--- src/rtl/mul_seq.sv ---
// ============================================================================
// Module   : mul_seq
// Purpose  : Iterative shift-and-add multiplier for RV32M MUL/MULH/MULHSU/
//            MULHU. One WIDTH-bit add per cycle, fixed WIDTH+2 cycle latency.
// Revision : 1.0 - initial release
// ============================================================================
`default_nettype none

module mul_seq #(
  parameter int WIDTH = 32
) (
  input  logic             clk_i,
  input  logic             rst_i,
  input  logic             start_i,
  input  logic             flush_i,
  input  logic [1:0]       funct_i,
  input  logic [WIDTH-1:0] op_a_i,
  input  logic [WIDTH-1:0] op_b_i,
  output logic             busy_o,
  output logic             done_o,
  output logic [WIDTH-1:0] result_o
);

  localparam int CW = (WIDTH > 1) ? $clog2(WIDTH) : 1;
  localparam logic [1:0] c_funct_mul    = 2'b00;
  localparam logic [1:0] c_funct_mulh   = 2'b01;
  localparam logic [1:0] c_funct_mulhsu = 2'b10;

  typedef enum logic [1:0] {
    S_IDLE = 2'd0,
    S_CALC = 2'd1,
    S_NEG  = 2'd2,
    S_DONE = 2'd3
  } state_t;

  state_t                 r_state;
  logic [WIDTH-1:0]       r_mcand;
  logic [WIDTH-1:0]       r_mplier;
  logic [2*WIDTH-1:0]     r_prod;
  logic [CW-1:0]          r_cnt;
  logic                   r_neg;
  logic [1:0]             r_funct;
  logic                   r_busy;
  logic                   r_done;
  logic [WIDTH-1:0]       r_result;

  logic                   w_a_neg;
  logic                   w_b_neg;
  logic [WIDTH-1:0]       w_mag_a;
  logic [WIDTH-1:0]       w_mag_b;
  logic [WIDTH-1:0]       w_addend;
  logic [WIDTH:0]         w_sum;
  logic [2*WIDTH-1:0]     w_final;

  // Operand sign handling for acceptance, the single add of a CALC step,
  // and the optionally negated final product.
  always_comb begin
    w_a_neg  = ((funct_i == c_funct_mulh) || (funct_i == c_funct_mulhsu)) && op_a_i[WIDTH-1];
    w_b_neg  = (funct_i == c_funct_mulh) && op_b_i[WIDTH-1];
    w_mag_a  = w_a_neg ? (~op_a_i + WIDTH'(1)) : op_a_i;
    w_mag_b  = w_b_neg ? (~op_b_i + WIDTH'(1)) : op_b_i;
    w_addend = r_mplier[0] ? r_mcand : '0;
    w_sum    = {1'b0, r_prod[2*WIDTH-1:WIDTH]} + {1'b0, w_addend};
    w_final  = r_neg ? (~r_prod + (2*WIDTH)'(1)) : r_prod;
  end

  // Sequencer FSM: reset, then flush, then the per-state datapath updates.
  always_ff @(posedge clk_i) begin
    if (rst_i) begin
      r_state  <= S_IDLE;
      r_mcand  <= '0;
      r_mplier <= '0;
      r_prod   <= '0;
      r_cnt    <= '0;
      r_neg    <= 1'b0;
      r_funct  <= 2'b00;
      r_busy   <= 1'b0;
      r_done   <= 1'b0;
      r_result <= '0;
    end else if (flush_i) begin
      // Abort: drop back to IDLE silently, the last result stays visible.
      r_state <= S_IDLE;
      r_busy  <= 1'b0;
      r_done  <= 1'b0;
    end else begin
      case (r_state)
        S_IDLE: begin
          r_done <= 1'b0;
          if (start_i) begin
            r_mcand  <= w_mag_a;
            r_mplier <= w_mag_b;
            r_neg    <= w_a_neg ^ w_b_neg;
            r_funct  <= funct_i;
            r_prod   <= '0;
            r_cnt    <= '0;
            r_busy   <= 1'b1;
            r_state  <= S_CALC;
          end
        end
        S_CALC: begin
          // Carry out of the add lands in the top bit after the shift.
          r_prod   <= {w_sum, r_prod[WIDTH-1:1]};
          r_mplier <= r_mplier >> 1;
          r_cnt    <= r_cnt + CW'(1);
          if (r_cnt == CW'(WIDTH - 1)) begin
            r_state <= S_NEG;
          end
        end
        S_NEG: begin
          r_prod   <= w_final;
          r_result <= (r_funct == c_funct_mul) ? w_final[WIDTH-1:0]
                                               : w_final[2*WIDTH-1:WIDTH];
          r_done   <= 1'b1;
          r_state  <= S_DONE;
        end
        S_DONE: begin
          r_done  <= 1'b0;
          r_busy  <= 1'b0;
          r_state <= S_IDLE;
        end
        default: begin
          r_state <= S_IDLE;
          r_busy  <= 1'b0;
          r_done  <= 1'b0;
        end
      endcase
    end
  end

  assign busy_o   = r_busy;
  assign done_o   = r_done;
  assign result_o = r_result;

endmodule

`default_nettype wire

--- config.mk ---
export PLATFORM = sky130hd
export DESIGN_NAME = mul_seq
export DESIGN_NICKNAME = d
export VERILOG_FILES = /design/src/rtl/mul_seq.sv
export SDC_FILE = /design/constraint.sdc
export NUM_CORES = 1
export LEC_CHECK = 0
export ABC_AREA = 1
export BUFFER_PORTS_ARGS = -buffer_cell sky130_fd_sc_hd__buf_2
export CAP_MARGIN = 10
export CORE_MARGIN = 2
export CORE_UTILIZATION = 30
export CTS_CLUSTER_DIAMETER = 100
export DETAILED_ROUTE_END_ITERATION = 10
export PLACE_DENSITY = 0.5
export SYNTH_ARGS = -nofsm -noshare
export SYNTH_HDL_FRONTEND = slang
export SYNTH_SLANG_ARGS = --single-unit
--- constraint.sdc ---
create_clock -name clk_i -period 4.13 [get_ports clk_i]
set_input_delay 0.826 -clock clk_i [delete_from_list [all_inputs] [get_ports clk_i]]
set_output_delay 0.826 -clock clk_i [all_outputs]
set_load 0.02 [all_outputs]
# Word level (Yosys, flattened, before mapping)
# Index checks and enable logic that the tools add are counted.
[op_classes]
n_addsub = 5
n_mul = 0
div = 0
n_lt_le_gt_ge = 0
eq_ne = 8
shifts = 0
muxes = 17
bitwise_logic = 5
n_reduce_logical = 17
[ops]
columns = ["operator", "count"]
rows = [
  ["64-bit one-hot mux with 3 select lines", 1],
  ["32-bit 2-to-1 mux", 5],
  ["64-bit 2-to-1 mux", 2],
  ["32-bit by 1-bit adder with 32-bit output (second input constant)", 2],
  ["64-bit by 1-bit adder with 64-bit output (second input constant)", 1],
  ["32-bit NOT", 2],
  ["64-bit NOT", 1],
  ["32-bit one-hot mux with 2 select lines", 1],
  ["32-bit by 32-bit adder with 33-bit output", 1],
  ["5-bit one-hot mux with 2 select lines", 1],
  ["3-bit AND reduction", 3],
  ["2-bit one-hot mux with 4 select lines", 1],
  ["2-bit equality test (second input constant)", 3],
  ["2-bit AND reduction", 3],
  ["2-bit nonzero test", 3],
  ["5-bit by 1-bit adder with 5-bit output (second input constant)", 1],
  ["5-bit equality test (second input constant)", 1],
  ["5-bit 2-to-1 mux", 1],
  ["2-bit by 1-bit equality test with 1-bit output (second input constant)", 2],
  ["2-bit logical NOT", 2],
  ["2-bit 2-to-1 mux", 2],
  ["2-bit inequality test (second input constant)", 2],
  ["1-bit one-hot mux with 2 select lines", 2],
  ["2-bit OR reduction", 2],
  ["6 further kinds", 7],
]
[word_totals]
register_bits = 172
latchBits = 0
ram_bits = 0
romBits = 0
elab_cells = 62
memories = 0

# Depth between registers and ports, before layout
# Gate-level depths: netlist of the first run.
[depth]
word_depth = 5
mapped_depth = 21
ltp_nobuf = 19

# Worst setup path before layout of the first run
# Ideal clock, no wire load.
[synth_timing]
path_kind = "register to register"
start = "reg r_mplier[0]"
end = "reg r_prod[59]"
setup_time_ps = 109
t_arrival_ps = 2370
setup_slack_ps = 1651
path_stages_with_launch = 22
n_path_buf = 2
cell_sequence = "dfxtp_1 -> clkbuf_1 -> clkbuf_1 -> nand2_1 -> inv_1 -> ha_1 -> inv_1 -> fa_1 -> inv_1 -> nand3_1 -> nand3_1 -> nand2_1 -> nand2_1 -> nand2_1 -> nand2_1 -> nand2_1 -> nand2_1 -> nand2_1 -> nand3_1 -> nand3_1 -> nand2_1 -> inv_1"
[synth_between]
elab_chain_len = 3
[synth_rtl]
columns = ["element", "line", "text"]
rows = [
  ["start, declared", "38", "logic [WIDTH-1:0] r_mplier;"],
  ["start signal, assigned", "91", "r_mplier <= w_mag_b;"],
  ["start signal, assigned", "103", "r_mplier <= r_mplier >> 1;"],
  ["32-bit 2-to-1 mux", "62", "w_addend = r_mplier[0] ? r_mcand : '0;"],
  ["32-bit by 32-bit adder with 33-bit output", "63", "w_sum = {1'b0, r_prod[2*WIDTH-1:WIDTH]} + {1'b0, w_addend};"],
  ["64-bit one-hot mux with 3 select lines", "86", "case (r_state)"],
  ["end signal, assigned", "102", "r_prod <= {w_sum, r_prod[WIDTH-1:1]};"],
  ["end signal, assigned", "110", "r_prod <= w_final;"],
  ["end, declared", "39", "logic [2*WIDTH-1:0] r_prod;"],
]
# Every way passes these cells.
# A chain may end at the register's enable or synchronous reset.

# Worst setup path in the final report of the first run
[layout_timing]
start = "reg r_state[1]"
end = "reg r_cnt[3]"
[layout_between]
elab_chain_len = 3
elab_cells_between_ends = 6
classes_between = "2 x eq/ne; 1 x mux; 3 x reduce/logical"
[layout_rtl]
columns = ["element", "line", "text"]
rows = [
  ["start, declared", "36", "state_t r_state;"],
  ["start signal, assigned", "70", "r_state <= S_IDLE;"],
  ["start signal, assigned", "82", "r_state <= S_IDLE;"],
  ["start signal, assigned", "97", "r_state <= S_CALC;"],
  ["2-bit by 1-bit equality test with 1-bit output / 2-bit logical NOT (equally long branches)", "86", ""],
  ["2-bit nonzero test (no line) / 2-bit inequality test (equally long branches)", "--", ""],
  ["3-bit AND reduction (no line)", "--", ""],
  ["end signal, assigned", "104", "r_cnt <= r_cnt + CW'(1);"],
  ["end, declared", "40", "logic [CW-1:0] r_cnt;"],
]
# Several ways; a longest one is shown, not always the timed one.

==> metrics.cfg, run 1 <==
[detailed_routing]
vias_per_cell = 5.01
wirelength_mm = 50.8
wire_per_inst_um = 16.4
num_vias = 15500
firstDrtPassIters = 5
drtIter0Drc = 934
drc = 0
detail-route-antenna-nets = 0

[power_and_ir_drop]
p_sw_uw = 1250
power_density_nw_per_um2 = 260
worst_ir_drop_vdd_uv = 305
seq_power_share = 0.431
power.internal_uw = 2810
p_sw_frac = 0.308
power_uw = 4060
power.leakage_uw = 0.00805
clkPwrFrac = 0.409
comb_power_share = 0.160

[sta]
min_period_over_period = 0.698
max_slew_margin = 0.265
tightest_slew_ns = 1.10
rsz0062_at_grt = no
finalMaxSlewViolations = 0
period_needed_ns = 2.88
setup_tns_ns = 0
hold_violations = 0
setup_violations = 0
timing.fmax_mhz = 347
finClkSkew_ns = 0.0123

[critical_path]
cp_data_required_time_ns = 4.47
worstSetupEndpointType = flop
start_kind = flop
worstSetupPathType = reg2reg
crit_fanout = 51
cp.arrival_ns = 3.22

[global_routing]
grt_pass1_wl_mm = 80.4
grt_pass1_vias = 14700
overflow = 0
grtUsageTotal = 0.212
grt_antenna_before_repair = 0
grt_max_degree = 79

[final_layout]
fin_nets = 2588
syn2layout_area_growth_pct = 11.6
drive_gt1_frac = 0.0832
antennaDiodeCount = 0
fillerInstances = 5273
multiInputGateArea_um2 = 9090
register_area_um2 = 3440

[clocking]
cts_tree = built
cts_sinks = 172
post-cts-setup-buffer-count = 0
cts_hold_buf = 0
path_clk_slew_ns = 0.07
numCtsBuffers = 17
cts_resized = 0
root_buffer = clkbuf_16
cts.path.max_buffers = 2
htree_num_levels = 4
clk-insertion-delay-late_ns = 0.46

[synth]
synth_edf_count = 0
synth.distinct_cells = 50
ys_warn_count = 0
synthArstFlopShare = 0
syn-cell-area_um2 = 14000
yosys.area.top_type = dfxtp_1
synthCells = 2426
synth_fp_nets = 2540
yosysSeqAreaShare = 0.246
synth_common_cells = 760 x nand2_1, 297 x nor2_1, 291 x inv_1, 214 x nand3_1, 179 x a21oi_1
synth_seq_cells = 172
synth_most_common_cell = nand2_1
yosys.area.top_type_share = 0.246
syn_area_per_cell_um2 = 5.77
synth-main-ff-cell = dfxtp_1
synth_area_leaders = dfxtp_1 25%, nand2_1 20%, nor2_1 8.0%

[floorplan]
core_region_area_um2 = 46400
io_pins = 104
die_height_um = 220
die_area_um2 = 48400
fp-row-count = 79
fp.dieW_um = 220
start_util = 0.302

[flow_run]
maxCapViolCount = 0

[placed_design]
place_congestion = 0.916
hpwl_mm = 39.7
portBuffers = 103

[outcome]
status = completed

[min_path]
min_path_type = reg2reg

[through the flow]
stage | worst slack [ns] | util | cell area (um2) | hold slack, ns | instances
after floorplan | 1.65 | - | 14000 | 0.441 | 2426
after global placement | 1.05 | 0.325 | 15000 | 0.452 | 3062
after detailed placement | 1.03 | 0.325 | 15000 | 0.454 | 3062
after CTS | 1.23 | 0.337 | 15600 | 0.465 | 3094
after global routing | 0.927 | 0.337 | 15600 | 0.481 | 3094
final | 1.25 | 0.337 | 15600 | 0.463 | 3094
[critical path, stage by stage, from the launching register on]
cell,delay [ns]
dfxtp_1,0.33
inv_1,0.14
ha_1,0.25
inv_1,0.06
nor2_1,0.12
nor2_1,0.07
inv_2,0.07
nor2_1,0.09
nor2_4,0.82
inv_2,0.36
nand4_1,0.19
xor2_1,0.16
nor2_1,0.05
[flip-flops by register name, summed over array words and instances (netlist names)]
name / count
r_mcand: 32
r_funct: 2
r_neg: 1
result_o: 32
busy_o: 1
r_cnt: 5
r_mplier: 32
r_state: 2
r_prod: 64
done_o: 1
[layer usage]
metal  GRT usage  part of all wire  vias to the layer above
li1            -                 -                     7942
met1       0.287              0.48                     7084
met2       0.355              0.46                      406
met3      0.0236             0.039                       61
met4      0.0622             0.022                        0
met5           0                 0                        -
[cells in the final DEF, fill, tap and decap left out, drive strengths merged, types with 15 or more instances in the layout]
master,netlist,final
xor2,37,37
a32oi,30,30
nand3,217,217
ha,43,43
nor2,315,315
buf,30,119
nand4,31,31
clkbuf,60,17
nand2,766,766
nor3,22,22
dfxtp,172,172
o21ai,112,112
or2,15,15
inv,295,301
a21oi,182,182
[kinds of logic (layout without fill, tap and decap cells)]
logic type | count (synthesis) | in the layout | share of synthesized area
xor gates and xnor gates | 49 | 49 | 0.0306
buffers and inverters | 387 | 448 | 0.107
adders and majority gates | 44 | 44 | 0.0398
DFF | 172 | 172 | 0.246
muxes | 1 | 1 | 0.000715
AOI/OAI and AO/OA | 385 | 385 | 0.159
and+or+nand+nor | 1388 | 1388 | 0.417
[layout make-up]
cell class,instances,share of cell area
clock buffer,17,0.0272
clock inverter,15,0.0102
inverter,297,0.0713
multi-input combinational,1867,0.581
sequential,172,0.220
tap,607,0.0486
timing repair buffer,119,0.0408
[power by group through the flow]
stage	Combinational (uW)	Sequential [uW]	Clock (uW)
floorplan	422	1780	0
global placement	646	1790	0
detailed placement	651	1790	0
CTS	654	1750	1700
global route	731	1760	1770
finish	650	1750	1660
[final timing paths]
path	start	end	slack, ns	cells after the start
setup / recovery	r_state[1]	r_cnt[3]	1.25	12
hold / removal	result_o[18]	result_o[18]	0.46	2
setup reg to reg	r_state[1]	r_cnt[3]	1.25	12
hold reg to reg	result_o[18]	result_o[18]	0.46	2
(Power assumes the default switching activity.)
==> run 2: changes to the inputs <==
==> constraint.sdc (replaced) <==
create_clock -name clk_i -period 2.94 [get_ports clk_i]
set_input_delay 0.588 -clock clk_i [delete_from_list [all_inputs] [get_ports clk_i]]
set_output_delay 0.588 -clock clk_i [all_outputs]
set_load 0.02 [all_outputs]
==> run 2 against run 1 <==
Against the previous run: non-clock buffer count grew 8; flip-flop and latch count is the same; critical path depth grew 4; worst setup slack lost 0.87 ns; register-to-register slack lost 0.87 ns; sequential share of layout area shrank 0.15 points; clock power grew 46%; final cell count grew 0.26%.
==> metrics.cfg, run 2 (same netlist as run 1, synthesis figures left out) <==
[detailed_routing]
wirelength_mm = 51.7  ; +1.6%
vias_per_cell = 5.01  ; +0.12%
drc = 0  ; unchanged
num_vias = 15600  ; +0.37%
wire_per_inst_um = 16.7  ; +1.4%
drtIter0Drc = 1257  ; +35%
wl_met2_mm = 23.2  ; -0.68%
highest_layer = met4
wl_met1_mm = 24.7  ; +1.3%
dr_wl_met3_mm = 2.27  ; +15%
detail-route-antenna-nets = 0  ; unchanged
firstDrtPassIters = 5  ; unchanged

[clocking]
cts_sinks = 172  ; unchanged
cts.path.max_buffers = 2  ; unchanged
numCtsBuffers = 17  ; unchanged
cts_hold_buf = 0  ; unchanged
cts_tree = built
clk-insertion-delay-late_ns = 0.47  ; about the same
root_buffer = clkbuf_16
htree_num_levels = 4  ; unchanged
cts_resized = 0  ; unchanged
path_clk_slew_ns = 0.07  ; about the same
post-cts-setup-buffer-count = 0  ; unchanged

[sta]
setup_tns_ns = 0  ; unchanged
setup_violations = 0  ; unchanged
hold_violations = 0  ; unchanged
finClkSkew_ns = 0.0136  ; +0.00125 ns
rsz0062_at_grt = no
max_slew_margin = 0.390  ; +0.125
timing.fmax_mhz = 390  ; +12%
min_period_over_period = 0.872  ; +0.174
finalMaxSlewViolations = 0  ; unchanged
tightest_slew_ns = 0.915  ; -0.186 ns
period_needed_ns = 2.56  ; -0.320 ns

[final_layout]
register_area_um2 = 3440  ; unchanged
most-common-layout-cells = 760 x nand2_1, 294 x nor2_1, 291 x inv_1, 213 x nand3_1, 179 x a21oi_1
fin_cells = 3102  ; +0.26%
drive_gt1_frac = 0.0862  ; +0.00294
fin_nets = 2596  ; +0.31%
syn2layout_area_growth_pct = 12.4
fillerInstances = 5263  ; -0.19%
largest_reg_flops = 64  ; unchanged
final_area_um2 = 15700  ; +0.70%
fin_util = 0.340  ; +0.00235
antennaDiodeCount = 0  ; unchanged
regMostFlops = r_prod
multiInputGateArea_um2 = 9090  ; about the same
final_common_cell = nand2_1

[critical_path]
cp.arrival_ns = 2.93  ; -0.29 ns
cpMaxStageDelayCell = dfxtp_1
start_kind = flop
cp_cell_sequence = buf_12, nand2_1, inv_1, ha_1, nand2_1, nand3_1, nand2_1, nand3_1, nand2_1, nand2_1, nand2_1, nand3_1, nand3_1, nand3_1, nand2_1, inv_1
critPathMaxStageDelay_ns = 0.37  ; -0.45 ns
worstSetupPathType = reg2reg
cp_common_cell = nand2_1
cp_data_required_time_ns = 3.30  ; -1.17 ns
crit_fanout = 32  ; -37%
worstSetupEndpointType = flop

[power_and_ir_drop]
power_density_nw_per_um2 = 368  ; +42%
p_sw_frac = 0.306  ; -0.00147
worst_ir_drop_vdd_uv = 413  ; +35%
seq_power_share = 0.424  ; -0.007
comb_power_share = 0.159  ; about the same
power.internal_uw = 4020  ; +43%
clkPwrFrac = 0.417  ; +0.008
power.leakage_uw = 0.00810  ; +0.69%
p_sw_uw = 1780  ; +42%

[min_path]
min_path_type = in2reg

[global_routing]
grt_pass1_vias = 14600  ; -0.59%
grt_pass1_wl_mm = 80.8  ; +0.46%
grtUsageTotal = 0.215  ; +0.00223
grt_antenna_before_repair = 0  ; unchanged
grt_max_degree = 78  ; -1.3%
overflow = 0  ; unchanged

[floorplan]
io_pins = 104  ; unchanged
fp-row-count = 79  ; unchanged
die_height_um = 220  ; unchanged
die_area_um2 = 48400  ; unchanged
start_util = 0.302  ; unchanged
core_region_area_um2 = 46400  ; unchanged
fp.dieW_um = 220  ; unchanged

[placed_design]
place_congestion = 0.939  ; +2.5%
dp_cells = 3070  ; +0.26%
dpl_cell_area_um2 = 15100  ; +0.57%
portBuffers = 103  ; unchanged
hpwl_mm = 40.2  ; +1.2%

[outcome]
status = completed

[flow_run]
maxCapViolCount = 0  ; unchanged

-- run 2: cell types whose count changed in the layout (fill, tap and decap cells not counted), moves of 2 or more --
cell and change:
buf_12 +2, buf_4 +6, inv_6 -3, clkinv_2 -3
clkbuf_8 +3, clkinv_4 +3
-- run 2: cell type report --
| type | instances | area share |
|---|---|---|
| sequential | 172 | 0.219 |
| clock buffer | 21 | 0.0299 |
| inverter | 297 | 0.0708 |
| multi-input combinational | 1867 | 0.578 |
| timing repair buffer | 127 | 0.0459 |
| clock inverter | 11 | 0.00850 |
| tap | 607 | 0.0482 |
-- run 2: layer usage --
layer / track usage / vias to the layer above
met5: 0 / -
met3: 0.0217 / 72
met2: 0.350 / 379
met1: 0.293 / 7142
met4: 0.0749 / 0
li1: - / 7958
-- run 2: power groups by stage --
stage / registers [uW] / clock network, uW / logic (uW)
detailed placement: 2510 / 0 / 924
finish: 2460 / 2420 / 922
global placement: 2510 / 0 / 916
global route: 2470 / 2580 / 1030
CTS: 2460 / 2480 / 928
floorplan: 2510 / 0 / 593
-- run 2: worst paths after layout --
kind	from	end	slack, ns	cells past startpoint
worst min-delay path	funct_i[0]	r_funct[0]	0.37	3
worst min register to register	result_o[6]	result_o[6]	0.46	2
worst max register to register	r_mplier[0]	r_prod[62]	0.38	16
worst max-delay path	r_mplier[0]	r_prod[62]	0.38	16
-- run 2: through the flow --
| step | hold slack [ns] | setup slack, ns | total power (uW) |
|---|---|---|---|
| 6_report | 0.374 | 0.376 | 5800 |
| 5_1_grt | 0.369 | 0.00155 | 6080 |
| 4_1_cts | 0.353 | 0.337 | 5860 |
| 3_5_place_dp | 0.453 | 0.344 | 3440 |
| 3_3_place_gp | 0.450 | 0.365 | 3430 |
| 2_1_floorplan | 0.441 | 0.461 | 3100 |
-- run 2: worst max-delay path, delay by kind of cell, from the launching register on --
kind / cells / cell delay [ns]
simple gates: 12 / 1.48
flops: 1 / 0.37
buf+inv: 3 / 0.30
fa+ha+maj: 1 / 0.30
==> run 3: changes to the inputs <==
--- a/config.mk
+++ b/config.mk
@@ -13,6 +13,7 @@
 export CTS_CLUSTER_DIAMETER = 100
 export DETAILED_ROUTE_END_ITERATION = 10
 export PLACE_DENSITY = 0.5
+export SKIP_LAST_GASP = 1
 export SYNTH_ARGS = -nofsm -noshare
 export SYNTH_HDL_FRONTEND = slang
 export SYNTH_SLANG_ARGS = --single-unit
==> constraint.sdc (replaced) <==
create_clock -name clk_i -period 2.5 [get_ports clk_i]
set_input_delay 0.5 -clock clk_i [delete_from_list [all_inputs] [get_ports clk_i]]
set_output_delay 0.5 -clock clk_i [all_outputs]
set_load 0.02 [all_outputs]
==> run 3 against run 2 <==
Against the previous run: flip-flop and latch count is the same; final cell count grew 1.5%; via count grew 0.87%; die area is the same; non-clock buffer count grew 45; sequential share of layout area shrank 0.64 points; hold slack lost 0.078 ns; global-route usage grew 0.71 points; largest power group unchanged.
==> metrics.cfg, run 3 (same netlist as run 1, synthesis figures left out) <==
[outcome]
status = completed

[flow_run]
maxCapViolCount = 0  ; unchanged

[critical_path]
worstSetupPathType = reg2reg
cp.arrival_ns = 2.69  ; -0.24 ns
r2r_slack_ns = 0.17  ; -0.20 ns
crit_fanout = 26  ; -19%
worstSetupEndpointType = flop
cp_data_required_time_ns = 2.87  ; -0.43 ns
regToRegEndpoint = r_prod[56]
start_kind = flop
worstRegToRegCells = 16  ; unchanged
r2r-start = r_mplier[0]

[detailed_routing]
drtIter0Drc = 1419  ; +13%
detail-route-antenna-nets = 0  ; unchanged
drc = 0  ; unchanged
wirelength_mm = 53.0  ; +2.6%
vias_per_cell = 4.98  ; -0.57%
firstDrtPassIters = 6  ; +1
wire_per_inst_um = 16.9  ; +1.2%
num_vias = 15700  ; +0.87%

[sta]
rsz0062_at_grt = yes
hold_violations = 0  ; unchanged
finClkSkew_ns = 0.0137  ; +0.0000877 ns
max_slew_margin = 0.511  ; +0.121
tightest_slew_ns = 0.734  ; -0.181 ns
setup_violations = 0  ; unchanged
hold_ws_ns = 0.297  ; -0.0776 ns
min_period_over_period = 0.930  ; +0.0581
period_needed_ns = 2.33  ; -0.238 ns
timing.fmax_mhz = 430  ; +10%
finalMaxSlewViolations = 0  ; unchanged

[global_routing]
grtUsageTotal = 0.222  ; +0.00706
grt_pass1_wl_mm = 83.1  ; +2.8%
grt_max_degree = 65  ; -17%
overflow = 0  ; unchanged
grt_antenna_before_repair = 0  ; unchanged
grt_pass1_vias = 14900  ; +2.1%

[power_and_ir_drop]
worst_ir_drop_vdd_uv = 575  ; +39%
power.leakage_uw = 0.00838  ; +3.4%
power_density_nw_per_um2 = 419  ; +14%

[floorplan]
die_height_um = 220  ; unchanged
fp.dieW_um = 220  ; unchanged
core_region_area_um2 = 46400  ; unchanged
fp-row-count = 79  ; unchanged
die_area_um2 = 48400  ; unchanged
io_pins = 104  ; unchanged
start_util = 0.302  ; unchanged

[min_path]
holdCritStartpoint = funct_i[0]
min_path_type = in2reg
holdPathStages = 3  ; unchanged
hold_end = r_funct[0]

[clocking]
numCtsBuffers = 17  ; unchanged
post-cts-setup-buffer-count = 0  ; unchanged
htree_num_levels = 4  ; unchanged
clk-insertion-delay-late_ns = 0.47  ; about the same
path_clk_slew_ns = 0.07  ; about the same
root_buffer = clkbuf_16
cts_sinks = 172  ; unchanged
cts_hold_buf = 0  ; unchanged
cts_tree = built
cts.path.max_buffers = 2  ; unchanged

[placed_design]
place_congestion = 0.925  ; -1.5%
portBuffers = 103  ; unchanged
hpwl_mm = 41.6  ; +3.7%
dp_cells = 3115  ; +1.5%

[final_layout]
antennaDiodeCount = 0  ; unchanged
fin_cells = 3147  ; +1.5%
regMostFlops = r_prod
drive_gt1_frac = 0.111  ; +0.0252
largest_reg_flops = 64  ; unchanged
final_common_cell = nand2_1
fin_nets = 2641  ; +1.7%
most-common-layout-cells = 757 x nand2_1, 291 x inv_1, 286 x nor2_1, 211 x nand3_1, 176 x a21oi_1
syn2layout_area_growth_pct = 15.8

[run 3: cell types whose count changed in the layout (fill, tap and decap cells not counted), moves of 3 or more]
cell / previous run / this run
buf_12: 2 / 7
clkinv_4: 5 / 2
inv_6: 2 / 5
a21oi_1: 179 / 176
nand2_1: 760 / 757
nor2_2: 13 / 20
a21oi_2: 3 / 6
nor2_1: 294 / 286
ha_1: 42 / 39
nand2_2: 3 / 6
buf_4: 23 / 63
[run 3: timing repair]
action	CTS	global route
resized for setup	1	26
pin swaps	0	0
hold endpoints to repair	0	0
endpoints found under the setup margin	1	30
[run 3: area by class of cell]
type,instances,area (um2)
Clock buffer,19,453
Clock inverter,13,129
Fill cell,5158,30100
Inverter,297,1110
Multi-Input combinational cell,1867,9190
Sequential cell,172,3450
Tap cell,607,759
Timing Repair Buffer,172,1120
[run 3: routing by layer]
metal,share of wire,vias to the layer above,GRT usage
li1,-,8047,-
met1,0.48,7209,0.298
met2,0.46,373,0.368
met3,0.042,58,0.0295
met4,0.024,0,0.0647
met5,0,-,0
[run 3: report_power, final]
group | total, uW | internal, uW | switching (uW)
logic | 1120 | 357 | 762
registers | 2890 | 2840 | 56.8
clock network | 2780 | 1450 | 1320
[run 3: how the worst max path moves through the flow]
stage	startpoint	end	slack (ns)	cells after the start
6_report	r_mplier[0]	r_prod[56]	0.17	16
5_1_grt	r_mplier[0]	r_prod[53]	-0.04	16
2_1_floorplan	r_mplier[0]	r_prod[59]	0.02	21
3_3_place_gp	r_mplier[0]	r_prod[56]	-0.01	16
3_5_place_dp	r_mplier[0]	r_prod[56]	-0.003	16
4_1_cts	r_mplier[0]	r_prod[56]	0.06	15
[run 3: critical path, stage by stage (launching register included)]
cell	delay, ns
dfxtp_2	0.35
buf_12	0.16
nand2_1	0.07
inv_1	0.04
ha_1	0.36
nand2_1	0.15
nor2_2	0.13
inv_1	0.09
nor3_4	0.16
buf_4	0.14
nand3_1	0.09
nand3_1	0.10
nand2_1	0.07
nand3_1	0.14
nand3_1	0.08
nand2_1	0.06
inv_1	0.04
[run 3: through the flow]
stage               instance area (um2)  TNS [ns]   util  total power [uW]  worst slack, ns
floorplan                         14000         0      -              3640           0.0206
global placement                  15500   -0.0140  0.335              4070          -0.0140
detailed placement                15500  -0.00335  0.335              4080         -0.00335
CTS                               16100         0  0.348              6850           0.0622
global route                      16200    -0.129  0.350              7100          -0.0385
finish                            16200         0  0.350              6790            0.175
